### config.mk
export PLATFORM = sky130hd
export DESIGN_NAME = multicycle_control
export DESIGN_NICKNAME = d
export VERILOG_FILES = /design/src/rtl/multicycle_control.sv
export SDC_FILE = /design/constraint.sdc
export NUM_CORES = 1
export LEC_CHECK = 0
export ABC_AREA = 1
export CORE_ASPECT_RATIO = 0.7
export CORE_MARGIN = 2
export CORE_UTILIZATION = 44
export CTS_CLUSTER_SIZE = 40
export DETAILED_ROUTE_END_ITERATION = 7
export PLACE_DENSITY = 0.76
export SYNTH_ARGS = -nofsm -noshare
export SYNTH_HDL_FRONTEND = slang
export SYNTH_SLANG_ARGS = --single-unit
### constraint.sdc
create_clock -name clock -period 2.18 [get_ports clock]
set_clock_uncertainty 0.2 [all_clocks]
set_input_delay 0.654 -clock clock [delete_from_list [all_inputs] [get_ports clock]]
set_output_delay 0.654 -clock clock [all_outputs]
set_load 0.01 [all_outputs]
### src/rtl/multicycle_control.sv
// multicycle_control: RV32I multicycle control FSM (FETCH/DECODE/EXECUTE/MEM/WRITEBACK/TRAP)
// with a ready/done watchdog. Define M_MODULE_EN to sequence the multi-cycle M-extension unit.
module multicycle_control #(
  parameter  int WAIT_LIMIT = 15,
  localparam int WAIT_W     = $clog2(WAIT_LIMIT + 1)
) (
  input  logic       clock,
  input  logic       reset_n,
  input  logic [6:0] inst_opcode,
  input  logic       inst_bit_30,
  input  logic       inst_bit_25,
  input  logic       inst_mem_ready,
  input  logic       data_mem_ready,
  input  logic       alu_done,
  output logic       inst_mem_read_enable,
  output logic       ir_write_enable,
  output logic       pc_write_enable,
  output logic       regfile_write_enable,
  output logic       alu_operand_a_select,
  output logic       alu_operand_b_select,
  output logic [2:0] alu_op_type,
  output logic       jal_enable,
  output logic       jalr_enable,
  output logic       branch_enable,
  output logic       data_mem_read_enable,
  output logic       data_mem_write_enable,
  output logic [2:0] reg_writeback_select,
  output logic       trap,
  output logic [1:0] trap_cause
);

  localparam logic [6:0] OPC_LOAD     = 7'b0000011;
  localparam logic [6:0] OPC_MISC_MEM = 7'b0001111;
  localparam logic [6:0] OPC_OP_IMM   = 7'b0010011;
  localparam logic [6:0] OPC_AUIPC    = 7'b0010111;
  localparam logic [6:0] OPC_STORE    = 7'b0100011;
  localparam logic [6:0] OPC_OP       = 7'b0110011;
  localparam logic [6:0] OPC_LUI      = 7'b0110111;
  localparam logic [6:0] OPC_BRANCH   = 7'b1100011;
  localparam logic [6:0] OPC_JALR     = 7'b1100111;
  localparam logic [6:0] OPC_JAL      = 7'b1101111;

  localparam logic       CTL_ALU_A_RS1 = 1'b0;
  localparam logic       CTL_ALU_A_PC  = 1'b1;
  localparam logic       CTL_ALU_B_RS2 = 1'b0;
  localparam logic       CTL_ALU_B_IMM = 1'b1;

  localparam logic [2:0] CTL_ALU_ZERO      = 3'd0;
  localparam logic [2:0] CTL_ALU_ADD       = 3'd1;
  localparam logic [2:0] CTL_ALU_DEFAULT   = 3'd2;
  localparam logic [2:0] CTL_ALU_SECONDARY = 3'd3;
  localparam logic [2:0] CTL_ALU_BRANCH    = 3'd4;

  localparam logic [2:0] CTL_WRITEBACK_ALU  = 3'd0;
  localparam logic [2:0] CTL_WRITEBACK_DATA = 3'd1;
  localparam logic [2:0] CTL_WRITEBACK_PC4  = 3'd2;
  localparam logic [2:0] CTL_WRITEBACK_IMM  = 3'd3;

  localparam logic [1:0] CAUSE_NONE        = 2'd0;
  localparam logic [1:0] CAUSE_ILLEGAL     = 2'd1;
  localparam logic [1:0] CAUSE_MEM_TIMEOUT = 2'd2;

`ifdef M_MODULE_EN
  localparam logic [2:0] CTL_ALU_M_EXTENSION = 3'd5;
  localparam logic [1:0] CAUSE_M_TIMEOUT     = 2'd3;
  logic w_is_mul;
`else
  logic w_unused;
  assign w_unused = inst_bit_25 ^ alu_done;
`endif

  typedef enum logic [2:0] {
    S_FETCH, S_DECODE, S_EXECUTE, S_MEM, S_WRITEBACK, S_TRAP
  } state_t;

  state_t            r_state, w_next_state;
  logic [WAIT_W-1:0] r_wait_cnt;
  logic [1:0]        r_trap_cause, w_next_cause;
  logic              w_waiting, w_expire;
  logic              w_legal, w_alu_a, w_alu_b, w_rf_we, w_jal, w_jalr, w_branch;
  logic              w_is_load, w_is_store, w_is_fence;
  logic [2:0]        w_alu_op, w_wb_sel;

  // Opcode decode: datapath controls that hold while the instruction is in flight.
  always_comb begin
    w_legal    = 1'b1;
    w_alu_a    = CTL_ALU_A_RS1;
    w_alu_b    = CTL_ALU_B_RS2;
    w_alu_op   = CTL_ALU_ZERO;
    w_wb_sel   = CTL_WRITEBACK_ALU;
    w_rf_we    = 1'b0;
    w_jal      = 1'b0;
    w_jalr     = 1'b0;
    w_branch   = 1'b0;
    w_is_load  = 1'b0;
    w_is_store = 1'b0;
    w_is_fence = 1'b0;
`ifdef M_MODULE_EN
    w_is_mul   = 1'b0;
`endif
    case (inst_opcode)
      OPC_LOAD: begin
        w_alu_b = CTL_ALU_B_IMM; w_alu_op = CTL_ALU_ADD; w_wb_sel = CTL_WRITEBACK_DATA;
        w_rf_we = 1'b1; w_is_load = 1'b1;
      end
      OPC_STORE: begin
        w_alu_b = CTL_ALU_B_IMM; w_alu_op = CTL_ALU_ADD; w_is_store = 1'b1;
      end
      OPC_OP_IMM: begin
        w_alu_b = CTL_ALU_B_IMM; w_alu_op = CTL_ALU_DEFAULT; w_rf_we = 1'b1;
      end
      OPC_AUIPC: begin
        w_alu_a = CTL_ALU_A_PC; w_alu_b = CTL_ALU_B_IMM; w_alu_op = CTL_ALU_ADD; w_rf_we = 1'b1;
      end
      OPC_OP: begin
        w_rf_we = 1'b1;
`ifdef M_MODULE_EN
        // bit 30 (SUB/SRA) outranks bit 25 (M-extension)
        w_is_mul = ~inst_bit_30 & inst_bit_25;
        w_alu_op = inst_bit_30 ? CTL_ALU_SECONDARY :
                   (w_is_mul ? CTL_ALU_M_EXTENSION : CTL_ALU_DEFAULT);
`else
        w_alu_op = inst_bit_30 ? CTL_ALU_SECONDARY : CTL_ALU_DEFAULT;
`endif
      end
      OPC_LUI: begin
        w_alu_op = CTL_ALU_ZERO; w_wb_sel = CTL_WRITEBACK_IMM; w_rf_we = 1'b1;
      end
      OPC_BRANCH: begin
        w_alu_op = CTL_ALU_BRANCH; w_branch = 1'b1;
      end
      OPC_JALR: begin
        w_alu_b = CTL_ALU_B_IMM; w_alu_op = CTL_ALU_ADD; w_wb_sel = CTL_WRITEBACK_PC4;
        w_rf_we = 1'b1; w_jalr = 1'b1;
      end
      OPC_JAL: begin
        w_alu_a = CTL_ALU_A_PC; w_alu_b = CTL_ALU_B_IMM; w_alu_op = CTL_ALU_ADD;
        w_wb_sel = CTL_WRITEBACK_PC4; w_rf_we = 1'b1; w_jal = 1'b1;
      end
      OPC_MISC_MEM: w_is_fence = 1'b1;
      default:      w_legal = 1'b0;
    endcase
  end

  assign w_expire = (r_wait_cnt == WAIT_W'(WAIT_LIMIT - 1));

  // Next-state and trap-cause selection; a stalled cycle that would hit the limit traps unless ready arrives.
  always_comb begin
    w_next_state = r_state;
    w_next_cause = r_trap_cause;
    w_waiting    = 1'b0;
    case (r_state)
      S_FETCH: begin
        if (inst_mem_ready) begin
          w_next_state = S_DECODE;
        end else begin
          w_waiting    = 1'b1;
          w_next_state = w_expire ? S_TRAP : S_FETCH;
          w_next_cause = w_expire ? CAUSE_MEM_TIMEOUT : r_trap_cause;
        end
      end
      S_DECODE: begin
        if (!w_legal) begin
          w_next_state = S_TRAP;
          w_next_cause = CAUSE_ILLEGAL;
        end else begin
          w_next_state = w_is_fence ? S_WRITEBACK : S_EXECUTE;
        end
      end
      S_EXECUTE: begin
`ifdef M_MODULE_EN
        if (w_is_mul && !alu_done) begin
          w_waiting    = 1'b1;
          w_next_state = w_expire ? S_TRAP : S_EXECUTE;
          w_next_cause = w_expire ? CAUSE_M_TIMEOUT : r_trap_cause;
        end else
`endif
        if (w_is_load || w_is_store) begin
          w_next_state = S_MEM;
        end else begin
          w_next_state = S_WRITEBACK;
        end
      end
      S_MEM: begin
        if (data_mem_ready) begin
          w_next_state = S_WRITEBACK;
        end else begin
          w_waiting    = 1'b1;
          w_next_state = w_expire ? S_TRAP : S_MEM;
          w_next_cause = w_expire ? CAUSE_MEM_TIMEOUT : r_trap_cause;
        end
      end
      S_WRITEBACK: w_next_state = S_FETCH;
      S_TRAP:      w_next_state = S_TRAP;
      default:     w_next_state = S_TRAP;
    endcase
  end

  // State, watchdog counter and sticky trap cause.
  always_ff @(posedge clock or negedge reset_n) begin
    if (!reset_n) begin
      r_state      <= S_FETCH;
      r_wait_cnt   <= {WAIT_W{1'b0}};
      r_trap_cause <= CAUSE_NONE;
    end else begin
      r_state      <= w_next_state;
      r_trap_cause <= w_next_cause;
      if (w_next_state != r_state) begin
        r_wait_cnt <= {WAIT_W{1'b0}};
      end else if (w_waiting) begin
        r_wait_cnt <= r_wait_cnt + 1'b1;
      end else begin
        r_wait_cnt <= r_wait_cnt;
      end
    end
  end

  // Moore strobes from state plus opcode; gated by reset_n so they drop without a clock edge.
  always_comb begin
    inst_mem_read_enable  = 1'b0;
    ir_write_enable       = 1'b0;
    pc_write_enable       = 1'b0;
    regfile_write_enable  = 1'b0;
    alu_operand_a_select  = 1'b0;
    alu_operand_b_select  = 1'b0;
    alu_op_type           = 3'd0;
    jal_enable            = 1'b0;
    jalr_enable           = 1'b0;
    branch_enable         = 1'b0;
    data_mem_read_enable  = 1'b0;
    data_mem_write_enable = 1'b0;
    reg_writeback_select  = 3'd0;
    trap                  = 1'b0;
    trap_cause            = 2'd0;
    if (!reset_n) begin
      trap_cause = 2'd0;
    end else begin
      trap_cause = r_trap_cause;
      if (r_state == S_EXECUTE || r_state == S_MEM || r_state == S_WRITEBACK) begin
        alu_operand_a_select = w_alu_a;
        alu_operand_b_select = w_alu_b;
        alu_op_type          = w_alu_op;
      end else begin
        alu_op_type          = 3'd0;
      end
      case (r_state)
        S_FETCH: begin
          inst_mem_read_enable = 1'b1;
          ir_write_enable      = inst_mem_ready;
        end
        S_MEM: begin
          data_mem_read_enable  = w_is_load;
          data_mem_write_enable = w_is_store;
        end
        S_WRITEBACK: begin
          pc_write_enable      = 1'b1;
          regfile_write_enable = w_rf_we;
          jal_enable           = w_jal;
          jalr_enable          = w_jalr;
          branch_enable        = w_branch;
          reg_writeback_select = w_wb_sel;
        end
        S_TRAP:  trap = 1'b1;
        default: trap = 1'b0;
      endcase
    end
  end

endmodule

==> impl_metrics.csv, run 1 <==
group,metric,value,unit
outcome,status,"did not finish",
outcome,haltStage,"global routing",
outcome,error_line,"[ERROR DPL-0038] Utilization greater than 100%, impossible to legalize",
timing,endpoint_type,"output port",
floorplanning,rows,13,
floorplanning,ios,34,
logic_synthesis,ys.warnings.count,0,
placement,place_area,0.00156,mm²
clocking,root_buffer,"clkbuf_4",
floorplanning,initial_core_util,0.486,
placement,gp_congestion,0.885,
timing,worst_endpoint,"alu_op_type[0]",
clocking,holdBufCountCts,0,
placement,hpwl,2680,µm
logic_synthesis,synth_cells,159,
logic_synthesis,ys_seq_area_frac,0.242,
logic_synthesis,syn_avg_cell_area,5.86,µm²
logic_synthesis,synth_nets,175,
global_routing,grt_max_degree,9,
placement,port_buffers,30,
logic_synthesis,synth.distinct_cells,25,
logic_synthesis,ys_ff_latch,9,
clocking,cts_sinks,9,
clocking,cts_buffer_depth,2,
clocking,cts_made_buffers,3,
logic_synthesis,syn-cell-area,932,µm²
placement,pre_cts_slack,-1.23,ns
floorplanning,die_h,42.5,µm
clocking,htreeDepth,1,
floorplanning,dieWidth,59.0,µm
[cells by family after synthesis]
kind of cell    after synthesis  synth area share
simple gates                101             0.489
buf+inv                      28             0.117
compound gates               15            0.0940
flops                         9             0.242
xor+xnor                      3            0.0282
fa+ha+maj                     2            0.0268
other cells                   1           0.00402
[timing repair]
item / in CTS
resized for setup: 180
endpoints found under the setup margin: 28
gates cloned: 0
buffers inserted: 16
pin swaps: 31
[synthesized netlist by cell type, drive strengths merged]
library cell  number  area, µm²
xor2               3       26.3
conb               1       3.75
nand2             47        189
inv               27        101
o21ai              7       35.0
a221oi             1       8.76
o21a               1       7.51
dfrtp              9        225
ha                 2       25.0
nor2              35        146
a22oi              1       7.51
o211ai             1       7.51
nor3               6       35.0
nor4               1       6.26
nand4              2       18.8
a31oi              1       6.26
a21oi              3       15.0
nand3             10       60.1
buf                1       7.51
[per-stage QoR]
step | utilization | setup TNS [ns] | hold WS (ns) | cells
after CTS | 0.956 | -1.91 | 0.196 | 263
after floorplan | - | -0.00793 | 0.158 | 159
after global placement | 0.813 | -23.01 | 0.260 | 244
after detailed placement | 0.813 | -25.06 | 0.269 | 244
==> run 2: changes to the inputs <==
- CORE_AREA: default -> 2 2 63 65
- CORE_ASPECT_RATIO: 0.7 -> default
- CORE_MARGIN: 2 -> default
- CORE_UTILIZATION: 44 -> default
- CTS_CLUSTER_SIZE: 40 -> default
- DIE_AREA: default -> 0 0 65 67
- PLACE_DENSITY: 0.76 -> default
- PLACE_DENSITY_LB_ADDON: default -> 0.15
==> impl_metrics.csv, run 2 <==
group,metric,value,unit
outcome,status,"finished with violations",
logic_synthesis,synth_most_common_cell,"nand2_1",
logic_synthesis,syn-cell-area,932,µm²
logic_synthesis,synth_top_family_by_area,"simple AND/OR/NAND/NOR gates",
logic_synthesis,synth_flop_cell,"dfrtp_1",
timing,whs,0.188,ns
placement,pre_cts_slack,-1.21,ns
timing,fin_setup_tns,-1.88,ns
power,p_leak,1.09,nW
logic_synthesis,syn_avg_cell_area,5.86,µm²
logic_synthesis,ys_seq_area_frac,0.242,
global_routing,grt_pass1_wl,5240,µm
worst_setup_path,r2r-start,"r_state[0]",
timing,final-setup-viol-count,14,
run,maxCapViolCount,0,
worst_setup_path,cp-start-kind,"primary input",
outcome,violations,"negative setup slack",
floorplanning,dieWidth,65,µm
clocking,cts_made_buffers,3,
clocking,cts_buffer_depth,2,
logic_synthesis,synthSimpleGateAreaFrac,0.489,
logic_synthesis,ys.warnings.count,0,
logic_synthesis,synth_edf_count,0,
routing,vias,1326,
logic_synthesis,synth_largest_area_cell,"dfrtp_1",
floorplanning,ios,34,
worst_setup_path,crit_path_max_fanout,3,
cells_and_area,final_common_cell,"buf_4",
logic_synthesis,synthMuxAreaShare,0,
cells_and_area,layout_common_cells,"buf_4, nand2_1, buf_6",
routing,wl,3350,µm
logic_synthesis,synth_nets,175,
cells_and_area,diodes,0,
logic_synthesis,synth_area_leaders,"dfrtp_1, nand2_1, nor2_1, inv_1, nand3_1",
placement,gp_congestion,0.856,
global_routing,grt_pass1_vias,1247,
placement,port_buffers,30,
global_routing,antenna_found_initial,0,
clocking,clk_latency,0.23,ns
logic_synthesis,async_flop_share,1.00,
routing,route.detailed.drc,0,
logic_synthesis,synth_commonest_cells,"nand2_1, nor2_1, inv_1, dfrtp_1, nand3_1",
floorplanning,die_h,67,µm
worst_setup_path,ff2ff_path_depth,14,
cells_and_area,finalNetCount,262,
routing,wl_per_cell,11.4,µm
clocking,htreeDepth,1,
cells_and_area,drive_gt1_frac,0.629,
timing,min_period,2.43,ns
worst_setup_path,crit_path_end_kind,"output port",
cells_and_area,largest_reg_flops,4,
clocking,clkTransAtPathRegs,0.04,ns
cells_and_area,largestRegisters,"r_wait_cnt x4, r_state x3, r_trap_cause x2",
clocking,cts_sinks,9,
global_routing,grt_max_degree,9,
timing,rsz0062_at_grt,"true",
clocking,cts_tree,"yes",
cells_and_area,top_register,"r_wait_cnt",
logic_synthesis,synth_cells,159,
timing,min_period_over_period,1.12,
placement,hpwl,2280,µm
clocking,holdBufCountCts,0,
worst_setup_path,cp.arrival,1.58,ns
timing,max_freq,0.411,GHz
floorplanning,coreArea,0.00361,mm²
clocking,root_buffer,"clkbuf_8",
timing,drv_slew,0,
power,ir_drop,350,µV
floorplanning,initial_core_util,0.259,
worst_setup_path,crit_type,"in -> out",
routing,viasPerCell,4.53,
global_routing,track_usage,0.152,
floorplanning,dieArea,0.00436,mm²
logic_synthesis,synth_top_area_share,0.242,
power,p_per_area,702,mW/mm²
logic_synthesis,synthAdderAreaFrac,0.0268,
worst_setup_path,rrSetupSlack,0.11,ns
worst_hold_path,hp-class,"in -> async",
floorplanning,rows,22,
routing,drtAntennaViolNets,0,
cells_and_area,finish.utilization,0.570,
worst_setup_path,timing.rr.end,"r_wait_cnt[3]",
logic_synthesis,synth.distinct_cells,25,
global_routing,grt_overflow_total,0,
worst_setup_path,required,1.33,ns
routing,drt_first_pass_iters,4,
timing,finalWorstSetupSlack,-0.254,ns
routing,drt_iter0_markers,44,
logic_synthesis,synth-compound-area-share,0.0940,
worst_setup_path,cp-startpoint,"inst_opcode[3]",
logic_synthesis,ys_ff_latch,9,
logic_synthesis,synth-xor-area-share,0.0282,
cells_and_area,area_growth,121,%
timing,hold_viol,0,
[run 2: cell counts after synthesis]
Identical to the previous run, type by type.
[run 2: cell families (layout without fill, tap and decap cells)]
logic type / Yosys count / in the layout
flops: 9 / 9
other cells: 1 / 1
compound gates: 15 / 15
xor+xnor: 3 / 3
simple gates: 101 / 101
fa+ha+maj: 2 / 2
buf+inv: 28 / 114
[run 2: through the flow]
step / total power [mW] / cell area (µm²) / cells
2_1_floorplan: 0.602 / 985 / 159
3_3_place_gp: 0.928 / 1600 / 271
3_5_place_dp: 0.932 / 1600 / 271
4_1_cts: 1.20 / 1810 / 287
5_1_grt: 1.56 / 2060 / 293
6_report: 1.44 / 2060 / 293
[run 2: area by class of cell]
class	count	area, µm²
inverter	27	131
sequential	9	225
multi-input combinational	122	882
fill	341	1550
timing repair buffer	83	712
tap	48	60.1
clock buffer	4	45.0
[run 2: worst max-delay path by stage]
stage and end:
2_1_floorplan alu_op_type[0], 3_3_place_gp regfile_write_enable, 3_5_place_dp alu_op_type[0], 4_1_cts alu_op_type[0]
5_1_grt regfile_write_enable, 6_report alu_operand_b_select
[run 2: metal layers]
layer | up-vias | GRT usage | wire length, µm
met2 | 36 | 0.285 | 1770
met3 | 5 | 0.0118 | 135
met5 | - | 0 | 0
met4 | 0 | 0.0479 | 47
met1 | 616 | 0.183 | 1400
li1 | 669 | - | -
[run 2: worst max-delay path, cell delays in order]
cell	delay [ns]
buf_12	0.11
inv_12	0.05
nand2_4	0.04
nor2_4	0.14
nand2_4	0.08
nand2_4	0.09
inv_4	0.04
nand3_2	0.06
nor2_1	0.05
nor2_1	0.11
buf_2	0.14
[run 2: where the power goes]
group | switching, mW | internal [mW] | total (mW)
Combinational | 0.533 | 0.470 | 1.00
Sequential | 0.0309 | 0.215 | 0.246
Clock | 0.0671 | 0.128 | 0.195
[run 2: what timing repair did]
action	in CTS	in global routing
endpoints found under the setup margin	28	22
resized for setup	165	55
setup buffers	12	6
gates cloned	0	0
pin swaps	25	13
No activity file was read; power rests on OpenSTA's default activity.
==> run 3: changes to the inputs <==
- clock period: 2.18 -> 2.3 ns (I/O delays scaled with it)
==> impl_metrics.csv, run 3 (synthesis gave the netlist of run 2 again) <==
group,metric,value,unit
clocking,clk_latency,0.23,ns
global_routing,grt_pass1_vias,1306,
floorplanning,rows,22,
timing,finalWorstSetupSlack,-0.266,ns
cells_and_area,largest_reg_flops,4,
clocking,holdBufCountCts,0,
power,p_leak,1.04,nW
routing,vias,1277,
cells_and_area,area_growth,104,%
cells_and_area,largestRegisters,"r_wait_cnt x4, r_state x3, r_trap_cause x2",
clocking,cts_buffer_depth,2,
floorplanning,coreArea,0.00361,mm²
worst_setup_path,crit_path_end_kind,"output port",
timing,rsz0062_at_grt,"true",
global_routing,grt_pass1_wl,5480,µm
global_routing,grt_overflow_total,0,
floorplanning,initial_core_util,0.259,
routing,drt_first_pass_iters,4,
timing,hold_viol,0,
global_routing,track_usage,0.158,
clocking,cts_sinks,9,
placement,pre_cts_slack,-1.14,ns
clocking,cts_tree,"yes",
floorplanning,dieArea,0.00436,mm²
timing,final-setup-viol-count,13,
clocking,cts_made_buffers,3,
routing,wl,3260,µm
clocking,clkTransAtPathRegs,0.04,ns
power,p_per_area,609,mW/mm²
outcome,status,"finished with violations",
worst_setup_path,cp.arrival,1.68,ns
timing,min_period,2.57,ns
run,maxCapViolCount,0,
worst_setup_path,rrSetupSlack,0.30,ns
routing,viasPerCell,4.40,
placement,gp_congestion,0.872,
global_routing,grt_max_degree,10,
worst_setup_path,max_stage_delay,0.17,ns
routing,drt_iter0_markers,23,
cells_and_area,finalNetCount,259,
worst_setup_path,critical_path_buf_inv_count,4,
timing,min_period_over_period,1.12,
worst_setup_path,crit_type,"in -> out",
worst_setup_path,cp-start-kind,"primary input",
worst_setup_path,required,1.41,ns
placement,port_buffers,30,
placement,hpwl,2390,µm
outcome,violations,"negative setup slack",
timing,max_freq,0.390,GHz
cells_and_area,layout_common_cells,"buf_4, nand2_1, nor2_1",
cells_and_area,diodes,0,
global_routing,antenna_found_initial,0,
worst_setup_path,crit_path_max_fanout,5,
worst_setup_path,path_cells,"buf_6, nand2_4, buf_6, nor2_4, nand2_2, nand2_2, inv_2, nand3_2, a221oi_2, nor2_1, buf_2",
worst_setup_path,cp_slowest_cell,"a221oi_2",
cells_and_area,instances_no_fill,290,
floorplanning,ios,34,
cells_and_area,drive_gt1_frac,0.566,
power,p_total,1.16,mW
cells_and_area,top_register,"r_wait_cnt",
timing,drv_slew,0,
routing,route.detailed.drc,0,
routing,wl_per_cell,11.2,µm
floorplanning,dieWidth,65,µm
power,ir_drop,196,µV
routing,drtAntennaViolNets,0,
worst_hold_path,hp-class,"reg -> reg",
floorplanning,die_h,67,µm
worst_setup_path,path_delay_family,"simple AND/OR/NAND/NOR gates",
cells_and_area,final_common_cell,"buf_4",
clocking,htreeDepth,1,
clocking,root_buffer,"clkbuf_8",
placement,place_inst,266,
-- run 3: routing by layer --
metal,track usage,wire length (µm),vias to the layer above
li1,-,-,658
met1,0.181,1440,592
met2,0.316,1690,27
met3,0.0203,133,0
met4,0.0160,0,0
met5,0,0,-
-- run 3: through the flow --
stage          hold slack [ns]  cell area, µm²  utilization  setup TNS, ns
2_1_floorplan            0.194             956            -        -0.0624
3_3_place_gp             0.258            1530        0.425         -19.86
3_5_place_dp             0.271            1530        0.425         -20.74
4_1_cts                  0.282            1730        0.479          -1.63
5_1_grt                  0.314            1900        0.527          -3.46
6_report                 0.280            1900        0.527          -2.02
-- run 3: power by group --
group	switching (mW)	internal, mW	total, mW
Sequential	0.0308	0.204	0.235
Clock	0.0624	0.121	0.183
Combinational	0.407	0.332	0.739
Total	0.500	0.656	1.16
-- run 3: layout make-up --
class	count	area, µm²
Timing Repair Buffer	80	651
Tap cell	48	60.1
Inverter	27	121
Fill cell	365	1710
Clock buffer	4	45.0
Sequential cell	9	225
Multi-Input combinational cell	122	798
-- run 3: worst register-to-register path: stages, from the launching register on --
cell and delay (ns):
dfrtp_1 0.39, buf_4 0.17, inv_1 0.11, nor2_1 0.07, buf_4 0.14, nand2_1 0.07
nand2_1 0.05, nor2_1 0.15, nand2_1 0.07, inv_1 0.07, nand3_1 0.07, nand2_1 0.14
nand3_4 0.12, nor2_2 0.10
-- run 3: final timing paths --
kind,from,endpoint,depth (start not counted)
setup / recovery,inst_opcode[1],alu_op_type[0],11
hold / removal,r_trap_cause[0],r_trap_cause[0],2
setup reg to reg,r_state[0],r_wait_cnt[2],13
hold reg to reg,r_trap_cause[0],r_trap_cause[0],2
max in group asynchronous,reset_n,r_wait_cnt[0],3
min in group asynchronous,reset_n,r_state[1],3
-- run 3: timing repair --
item,CTS,global route
gates resized for setup,152,41
pin swaps,17,21
setup buffers,12,8
endpoints found under the setup margin,27,21
